### src/rtl/carfield_vip_req_mux.sv
// N-to-1 valid/ready request funnel: the port index is prefixed onto the ID,
// responses are routed back by ID, and outstanding transactions are tracked per port.
module carfield_vip_req_mux #(
  parameter int NumPorts     = 4,
  parameter int IdWidth      = 4,
  parameter int AddrWidth    = 48,
  parameter int DataWidth    = 64,
  parameter int MaxTxns      = 8,
  parameter int PortIdxWidth = (NumPorts > 1) ? $clog2(NumPorts) : 1,
  parameter int MstIdWidth   = IdWidth + PortIdxWidth
) (
  input  logic                                clk_i,
  input  logic                                rst_i,
  input  logic                                arb_mode_i,
  input  logic                                drain_i,
  output logic                                drained_o,
  output logic                                err_o,
  input  logic [NumPorts-1:0]                 slv_req_valid_i,
  output logic [NumPorts-1:0]                 slv_req_ready_o,
  input  logic [NumPorts-1:0][AddrWidth-1:0]  slv_req_addr_i,
  input  logic [NumPorts-1:0][DataWidth-1:0]  slv_req_data_i,
  input  logic [NumPorts-1:0]                 slv_req_we_i,
  input  logic [NumPorts-1:0][IdWidth-1:0]    slv_req_id_i,
  output logic [NumPorts-1:0]                 slv_rsp_valid_o,
  input  logic [NumPorts-1:0]                 slv_rsp_ready_i,
  output logic [DataWidth-1:0]                slv_rsp_data_o,
  output logic [IdWidth-1:0]                  slv_rsp_id_o,
  output logic                                mst_req_valid_o,
  input  logic                                mst_req_ready_i,
  output logic [AddrWidth-1:0]                mst_req_addr_o,
  output logic [DataWidth-1:0]                mst_req_data_o,
  output logic                                mst_req_we_o,
  output logic [MstIdWidth-1:0]               mst_req_id_o,
  input  logic                                mst_rsp_valid_i,
  output logic                                mst_rsp_ready_o,
  input  logic [DataWidth-1:0]                mst_rsp_data_i,
  input  logic [MstIdWidth-1:0]               mst_rsp_id_i
);

  localparam int CntWidth = $clog2(MaxTxns + 1);

  logic [NumPorts-1:0][CntWidth-1:0] cnt;
  logic [PortIdxWidth-1:0]           rr_ptr;
  logic [NumPorts-1:0]               eligible;
  logic                              arb_en;
  logic                              gnt_valid;
  logic [PortIdxWidth-1:0]           gnt_idx;
  logic [PortIdxWidth-1:0]           rsp_idx;
  logic                              rsp_idx_ok;
  logic                              rsp_hs;
  logic                              all_idle;
  int                                cand;

  // Handshake: a transfer happens on any edge where valid && ready; valid never waits on ready.
  assign arb_en = !mst_req_valid_o || mst_req_ready_i;

  always_comb begin
    eligible = '0;
    all_idle = 1'b1;
    for (int p = 0; p < NumPorts; p++) begin
      eligible[p] = slv_req_valid_i[p] && (cnt[p] < CntWidth'(MaxTxns)) && !drain_i;
      if (cnt[p] != '0) all_idle = 1'b0;
    end
  end

  always_comb begin
    gnt_valid = 1'b0;
    gnt_idx   = '0;
    cand      = 0;
    if (arb_en && !rst_i) begin
      for (int i = 0; i < NumPorts; i++) begin
        cand = arb_mode_i ? i : (int'(rr_ptr) + i) % NumPorts;
        if (!gnt_valid && eligible[cand]) begin
          gnt_valid = 1'b1;
          gnt_idx   = PortIdxWidth'(cand);
        end
      end
    end
  end

  always_comb begin
    slv_req_ready_o = '0;
    if (gnt_valid) slv_req_ready_o[gnt_idx] = 1'b1;
  end

  // Responses carrying an index beyond the last port are swallowed so the master never stalls.
  assign rsp_idx    = mst_rsp_id_i[MstIdWidth-1:IdWidth];
  assign rsp_idx_ok = int'(rsp_idx) < NumPorts;

  always_comb begin
    slv_rsp_valid_o = '0;
    mst_rsp_ready_o = 1'b0;
    if (!rst_i) begin
      if (rsp_idx_ok) begin
        slv_rsp_valid_o[rsp_idx] = mst_rsp_valid_i;
        mst_rsp_ready_o          = slv_rsp_ready_i[rsp_idx];
      end else begin
        mst_rsp_ready_o = 1'b1;
      end
    end
  end

  assign rsp_hs         = mst_rsp_valid_i && mst_rsp_ready_o;
  assign slv_rsp_data_o = rst_i ? '0 : mst_rsp_data_i;
  assign slv_rsp_id_o   = rst_i ? '0 : mst_rsp_id_i[IdWidth-1:0];

  always_ff @(posedge clk_i) begin
    if (rst_i) begin
      mst_req_valid_o <= 1'b0;
      mst_req_addr_o  <= '0;
      mst_req_data_o  <= '0;
      mst_req_we_o    <= 1'b0;
      mst_req_id_o    <= '0;
      rr_ptr          <= '0;
      cnt             <= '0;
      err_o           <= 1'b0;
      drained_o       <= drain_i;
    end else begin
      if (gnt_valid) begin
        mst_req_valid_o <= 1'b1;
        mst_req_addr_o  <= slv_req_addr_i[gnt_idx];
        mst_req_data_o  <= slv_req_data_i[gnt_idx];
        mst_req_we_o    <= slv_req_we_i[gnt_idx];
        mst_req_id_o    <= {gnt_idx, slv_req_id_i[gnt_idx]};
        if (!arb_mode_i)
          rr_ptr <= (int'(gnt_idx) == NumPorts - 1) ? '0 : gnt_idx + 1'b1;
      end else if (mst_req_ready_i) begin
        mst_req_valid_o <= 1'b0;
      end

      for (int p = 0; p < NumPorts; p++) begin
        if (gnt_valid && gnt_idx == PortIdxWidth'(p)) begin
          if (!(rsp_hs && rsp_idx == PortIdxWidth'(p))) cnt[p] <= cnt[p] + 1'b1;
        end else if (rsp_hs && rsp_idx == PortIdxWidth'(p)) begin
          if (cnt[p] != '0) cnt[p] <= cnt[p] - 1'b1;
          else              err_o  <= 1'b1;
        end
      end
      if (rsp_hs && !rsp_idx_ok) err_o <= 1'b1;

      drained_o <= drain_i && all_idle && !mst_req_valid_o;
    end
  end

endmodule

### config.mk
export PLATFORM = sky130hd
export DESIGN_NAME = carfield_vip_req_mux
export DESIGN_NICKNAME = d
export VERILOG_FILES = /design/src/rtl/carfield_vip_req_mux.sv
export SDC_FILE = /design/constraint.sdc
export NUM_CORES = 1
export LEC_CHECK = 0
export CAP_MARGIN = 40
export CORE_AREA = 4 4 290 292
export DETAILED_ROUTE_END_ITERATION = 8
export DIE_AREA = 0 0 294 296
export PLACE_DENSITY = 0.36
export SLEW_MARGIN = 20
export SYNTH_ARGS = -nofsm -noshare
export SYNTH_HDL_FRONTEND = slang
export SYNTH_SLANG_ARGS = --single-unit
### constraint.sdc
create_clock -name clk_i -period 6.4 [get_ports clk_i]
set_clock_uncertainty 0.15 [all_clocks]
set_input_delay 0.96 -clock clk_i [delete_from_list [all_inputs] [get_ports clk_i]]
set_output_delay 0.96 -clock clk_i [all_outputs]
set_load 0.03 [all_outputs]
==> results.md <==
- Result of the run: complete, no violations
- Cell types with the largest area share after synthesis: sky130_fd_sc_hd__dfxtp_1 (30%), sky130_fd_sc_hd__nand3_1 (13%), sky130_fd_sc_hd__mux2i_1 (9.0%)
- Arrival time reported for the critical path endpoint: about 4.3 ns
- Global routing met3 resource utilization: roughly 5.4%
- Cells resized by post-CTS repair: 0
- Count of fill cells added during filler insertion: 8927
- Buffer levels on the longest clock path: 2
- TritonCTS buffer count: 17
- Number of endpoints with negative hold slack in the final report: 0
- Number of iterations in the first detailed-routing pass: 5
- Die span in y: 296 µm
- Initial core utilization: 11.4%
- Peak supply drop: 181 µV
- Number of setup buffers added after CTS: 0
- Kind of launch point of the worst setup path: input pin
- Die Span X: 294 µm
- Maximum number of pins on one net before global-route repair: 124
- Full die area: 87000 µm²
- Area taken by flip-flops and latches: 2800 µm²
- Clock share of power: 26.3%
- Number of nets with antenna violations after routing: 0
- Most instantiated flip-flop cell in the synthesis netlist: sky130_fd_sc_hd__dfxtp_1
- Count of hold-fix buffers inserted at cts: 0
- Sequential power share: 28.3%
- Number of enable-type register cells in the synthesized netlist: 0
- Combined area of all synthesized cells: 9330 µm²
- Multi-input combinational cell area: 5980 µm²
- Combinational fraction of design power: 45.4%
- Ratio of routed vias to standard cells: 4.09
- Endpoint class of the critical path: output pin
- Setup repair after global routing missed its margin: no
- Total congestion overflow: 0
- Half-perimeter wire length of the detailed placement result: 49200 µm
- Post-route setup TNS: 0 ns
- Hold WC Path Type: reg2reg
- Number of placed I/O pins: 751
- Relative slew margins: between 40% and 50%
- Initial DRC Count: 458
- Max H-tree Level: 4
- Leakage component of the power: 6.70 nW
- Net Sw Frac: 39.3%
- Cell with the largest stage delay on the worst path: sky130_fd_sc_hd__clkdlybuf4s50_1
- Share of synthesized area occupied by flip-flops and latches: 30.0%
- Clock period minus worst slack: 5.42 ns
- Layout overhead on the synthesized area: 99.3%
- Fraction of post-synthesis cell area in the top cell type by area: between 30% and 40%
- Std-Cell Core Area: between 80000 and 90000 µm²
- Busiest layer in global routing: met2
- Mean Syn Cell Area: 8.13 µm²
- Clock Latency Late Sink: ~0.47 ns
- Number of cells produced by synthesis: 1147
- Mapped Nets: 1715
- Final WS setup: 0.979 ns
- Max Transition Viols Final: 0
- Max-capacitance violation count: 0
- Drc violations: 0
- Max Fanout on Critical Path: 10
- Final core utilization: 22.8%
- Worst hold path stage count: 2
- Number of buffers inserted by port buffering: 750
- Clock sink count: 140
- Number of warning messages in the yosys log: 0
- Clock tree from TritonCTS: done
- Critical path start-end classification: in2out
- Met2 track demand over resource in global routing: 23.9%
- Family of cells with the greatest summed delay on the critical path: buffers and inverters
- Async SR Flop Fraction: 0%
- Cell count after placement: 2874
- Number of unique standard cell types used by synthesis: 56
- Row count: roughly 110
- # nets final: between 2000 and 2500
- Required time at the endpoint of the critical path: 5.29 ns
- Wire length of the first global-routing pass: slightly below 90000 µm
- Pre-CTS setup slack: 1.00 ns
- Root Driver: sky130_fd_sc_hd__clkbuf_16
- CP cell instances: clkdlybuf4s50_1 > nor2b_1 > buf_4 > mux4_2 > o21ai_0 > nand2_4 > inv_1 > ha_1 > o211ai_1 > inv_1 > buf_4
- List of most frequent post-synthesis cells: sky130_fd_sc_hd__nand3_1 (240), sky130_fd_sc_hd__dfxtp_1 (140), sky130_fd_sc_hd__clkbuf_1 (87)
- Number of synthesized register bits: between 100 and 150
- Share of final-layout standard cells stronger than drive strength 1: about 4.5%
- Maximum single-stage delay on the critical path: 0.59 ns
- Cell type with the largest total area after synthesis: sky130_fd_sc_hd__dfxtp_1
- Post-layout instance count excluding filler cells: roughly 2900
- Final setup violation count: 0
- Hold_ws: roughly 0.30 ns
- Vias in the first global route: ~12000
- FF-to-FF path depth: 15
- Global router's overall resource usage: 13.8%
- Placer Congestion: between 0.8 and 0.9
- Cell Pwr Density: 217 nW/µm²
- Maximum operating frequency: between 0.15 and 0.2 GHz
- Internal power of the cells: approximately 2.5 mW
- Drt total wl: 64100 µm
- Clock-pin slew on the worst setup and hold paths: 0.06 ns
- Global Route met1 Usage: 15.8%
- WP depth: 11
- Initial antenna violation count: 10
- Average wire per cell in the routed design: 22.0 µm
- Net switching power: between 1.5 and 2 mW
- Worst-margin pin slew: 0.853 ns
- Crit share post-route: 84.7%
- Sum of buffers and inverters on the critical path: 5
- Post-route cell area: 18600 µm²
- Total placed instance area: 18000 µm²
- Post-layout total power: about 4.0 mW
- Via total after detailed routing: 11900
- Most repeated cell in the gate-level netlist after synthesis: sky130_fd_sc_hd__nand3_1
[power groups by stage]
stage	logic, mW	registers [mW]	clock network (mW)
final	1.83	1.14	1.06
after CTS	1.87	1.14	1.13
after global placement	1.85	1.16	0
after detailed placement	1.86	1.16	0
after global routing	1.95	1.16	1.15
after floorplan	0.585	1.45	0
[logic make-up after synthesis]
family	count (synthesis)	share of synthesized area (%)
and+or+nand+nor	427	23.7
AOI/OAI and AO/OA	329	25.7
DFF	140	30.0
buffers and inverters	130	6.50
muxes	87	9.74
xor gates and xnor gates	18	1.77
adders and majority gates	16	2.47
[layout make-up]
class	count	area share, %
inverters	8	0.188
diodes	6	0.0808
repair buffers	779	42.2
flip-flops and latches	140	15.1
clock buffers	18	2.36
multi-input cells	877	32.2
well taps	1070	7.20
clock inverters	14	0.781
[metal layers]
metal,wire [µm],vias up
met5,46,-
met4,1320,8
met3,5530,65
met2,31700,475
met1,25500,5677
li1,-,5698
[cells in the final DEF (no fill, tap or decap), types with 7 or more instances in the layout]
master / instances
sky130_fd_sc_hd__mux2i_1: 84
sky130_fd_sc_hd__clkbuf_16: 17
sky130_fd_sc_hd__dfxtp_1: 140
sky130_fd_sc_hd__inv_1: 7
sky130_fd_sc_hd__clkdlybuf4s50_1: 745
sky130_fd_sc_hd__a21oi_1: 8
sky130_fd_sc_hd__nand2b_1: 7
sky130_fd_sc_hd__ha_1: 12
sky130_fd_sc_hd__inv_6: 7
sky130_fd_sc_hd__a32oi_1: 79
sky130_fd_sc_hd__nor2_1: 21
sky130_fd_sc_hd__buf_12: 7
sky130_fd_sc_hd__o221ai_1: 40
sky130_fd_sc_hd__nand3_1: 240
sky130_fd_sc_hd__nor2b_1: 75
sky130_fd_sc_hd__nand2_1: 54
sky130_fd_sc_hd__xnor2_1: 13
sky130_fd_sc_hd__o21ai_0: 86
sky130_fd_sc_hd__buf_4: 24
sky130_fd_sc_hd__a21o_1: 85
[sequential cells by signal, indices dropped and copies added (netlist names)]
register	count
cnt	16
mst_req_we_o	1
mst_req_addr_o	48
rr_ptr	2
drained_o	1
err_o	1
mst_req_data_o	64
mst_req_id_o	6
mst_req_valid_o	1
[worst paths after layout]
path                           startpoint                            to  slack, ns
min reg2reg  mst_req_id_o[5]$_SDFFE_PP0P_  mst_req_id_o[5]$_SDFFE_PP0P_       0.30
min          mst_req_id_o[5]$_SDFFE_PP0P_  mst_req_id_o[5]$_SDFFE_PP0P_       0.30
max reg2reg        rr_ptr[0]$_SDFFE_PP0P_          cnt[15]$_SDFFE_PP0P_       2.06
max                            arb_mode_i            slv_req_ready_o[3]       0.98
[worst min-delay path, cell delays in order, from the launching register on]
cell and delay, ns:
sky130_fd_sc_hd__dfxtp_1 0.31, sky130_fd_sc_hd__nand2_1 0.05, sky130_fd_sc_hd__nand2_1 0.04
Power figures use the tool's default switching activity.
==> RTL change: new RTL, same settings <==
The parameter `IdWidth` goes from 4 to 6.
--- a/src/rtl/carfield_vip_req_mux.sv
+++ b/src/rtl/carfield_vip_req_mux.sv
@@ -3,5 +3,5 @@
 module carfield_vip_req_mux #(
   parameter int NumPorts     = 4,
-  parameter int IdWidth      = 4,
+  parameter int IdWidth      = 6,
   parameter int AddrWidth    = 48,
   parameter int DataWidth    = 64,
Ports: changed (resized mst_req_id_o, mst_rsp_id_i, slv_req_id_i and slv_rsp_id_o); port bits go from 751 to 765. No check against the original RTL was run, so the function may have changed too.
==> RTL change against the unedited design <==
  * Combinational power increased by 5%
  * Synthesized area rose by 1.7%
  * Critical path type unchanged
  * Sequential share of layout area fell by 0.091 points
  * Core utilization grew 0.47 points
  * Register-to-register slack got worse by 20 ps
  * Power increased by 3.6%
  * First-iteration DRC count fell by 8.7%
  * Design area is 2.0% higher
  * Wire length down 4.5%
  * Sequential cell count up 2
  * Worst setup slack worse by 260 ps
==> RTL change: results (changes against the unedited design) <==
Worst setup path
  – FF-to-FF setup slack: 2040 ps (-20 ps)
  – Worst r2r src: rr_ptr[0]$_SDFFE_PP0P_
  – Worst path max stage delay: 700 ps (+110 ps)
  – Critical Path Start: arb_mode_i
  – Critical-path maximum fanout: 33 (+23)
  – Critical-path cell with the highest stage delay: clkdlybuf4s50_1
  – R2r worst-path depth: 16 (+1)
  – Crit-path leading delay family: buffers and inverters
  – R2R Path End: cnt[15]$_SDFFE_PP0P_
  – WP data arrival: 4570 ps (+260 ps)
  – Crit path capture: slv_req_ready_o[3]

Worst hold path
  – Hold Path Stages: 2 (unchanged)
  – Hold Startpoint: mst_req_id_o[7]$_SDFFE_PP0P_
  – Hold Path Class: reg2reg
  – Worst Hold End: mst_req_id_o[7]$_SDFFE_PP0P_

Placement
  – Placed Instances: 2813 (-2.1%)
  – Pre-CTS setup slack: 667 ps (-336 ps)
  – Placer congestion estimate: 0.824 (+3.0%)
  – DP HPWL: 48.7 mm (-1.0%)
  – Area after DPL: 18300 um^2 (+1.9%)
  – Buffers on Ports: 764 (+1.9%)

CTS
  – Root buffer cell: clkbuf_16
  – Total CTS buffers: 17 (unchanged)
  – Setup Buffers After CTS: 0 (unchanged)
  – Post-CTS sizing: 0 (unchanged)
  – Clk pin slew, worst setup/hold paths: 70 ps
  – Max Root-Sink Buffers: 2 (unchanged)
  – Clk Latency, worst-skew pair: 470 ps (about the same)
  – H-tree Lvls: 4 (unchanged)

Global route
  – Initial antenna violation count: 8 (-2)
  – Global-route wire length before repair: 83.0 mm (-6.1%)
  – Gr usage total: 13.2% (-0.59 points)
  – Vias in the first global route: 11600 (-5.5%)
  – Largest net degree at the start of global routing: 93 (-25%)

Timing
  – Fin crit share: 88.8% (+4.1 points)
  – Slew Limit Headroom: 41.8% (-1.3 points)
  – Fin Hold WS: 300 ps (+5.30 ps)
  – Final Hold Fails: 0 (unchanged)

Layout
  – Fill count: 8840 (-0.97%)
  – NumNets Final: 2342 (-2.0%)
  – Share of cells above drive strength 1: 4.50% (-0.019 points)
  – Final std cells w/o fill: 2854 (-2.0%)
  – Largest regs: mst_req_data_o: 64 flops, mst_req_addr_o: 48 flops, cnt: 16 flops

Drt
  – Drt first pass iters: 4 (-1)
  – Final wirelength: 61.2 mm (-4.5%)
  – Initial drt markers: 418 (-8.7%)
  – Vias per inst: 3.91 (-4.4%)

Synthesis
  – Ys Warns: 0 (unchanged)
  – Synth cell count leaders: mux2i_1, dfxtp_1, nand2_1
  – Syn Inst Count: 1045 (-8.9%)
  – Share of the yosys chip area belonging to registers: 30.0% (-0.081 points)
  – Synthesized net count: 1623 (-5.4%)
  – Cell variety after synth: 57 (+1.8%)
  – Dominant synthesized flop cell: dfxtp_1
  – Synth top area cells: dfxtp_1, mux2i_1, o221ai_1

Pwr
  – Leak Pwr: 7.18 nW (+7.2%)
  – VDD IR max: 198 uV (+9.3%)
  – Switching share of power: 38.6% (-0.73 points)

Outcome
  – Status: complete, no violations
==> RTL change: cell count changes after synthesis, moves of 18 or more <==
cell | unedited run | this run
nand2_1 | 56 | 119
o221ai_1 | 40 | 118
a21o_1 | 85 | 8
mux2i_1 | 84 | 233
o21ai_0 | 86 | 18
nand3_1 | 240 | 4
a32oi_1 | 79 | 0
clkbuf_1 | 87 | 54
nand2b_1 | 7 | 25
inv_1 | 7 | 36
==> RTL change: power groups by stage <==
stage / clock network [mW] / registers, mW / logic, mW
floorplan: 0 / 1.48 / 0.652
global placement: 0 / 1.18 / 1.95
detailed placement: 0 / 1.18 / 1.96
CTS: 1.17 / 1.16 / 1.97
global route: 1.19 / 1.18 / 2.05
finish: 1.10 / 1.16 / 1.93
==> RTL change: area by class of cell <==
type	count	area, um^2	share of cell area [%]
clock buffer	18	429	2.26
tap	1070	1340	7.06
antenna	7	17.5	0.0923
multi-input combinational	775	6050	31.9
sequential	142	2840	15.0
inverter	37	144	0.758
clock inverter	14	176	0.930
timing repair buffer	791	7970	42.0
==> RTL change: kinds of logic (layout without fill, tap and decap cells) <==
family                     count (synthesis)  after routing  share of synthesized area (%)
adders and majority gates                 16             16                           2.43
AOI/OAI and AO/OA                        228            228                           18.9
buffers and inverters                    128            860                           6.70
xor gates and xnor gates                  17             17                           1.57
and+or+nand+nor                          277            277                           15.2
muxes                                    237            237                           25.2
DFF                                      142            142                           30.0
other                                      0              7                              0
==> RTL change: worst min-delay path, cell delays in order (launching register included) <==
cell and delay (ps):
dfxtp_1 320, nand2_1 50, nand2_1 40
==> RTL change: routing by layer <==
metal  global-route usage, %  up-vias  routed length [um]
met5                       0        -                   0
met4                    3.11        0                 859
met3                    4.11       41                4840
met2                    24.9      520               32500
met1                    14.4     5269               23000
li1                        -     5337                   -
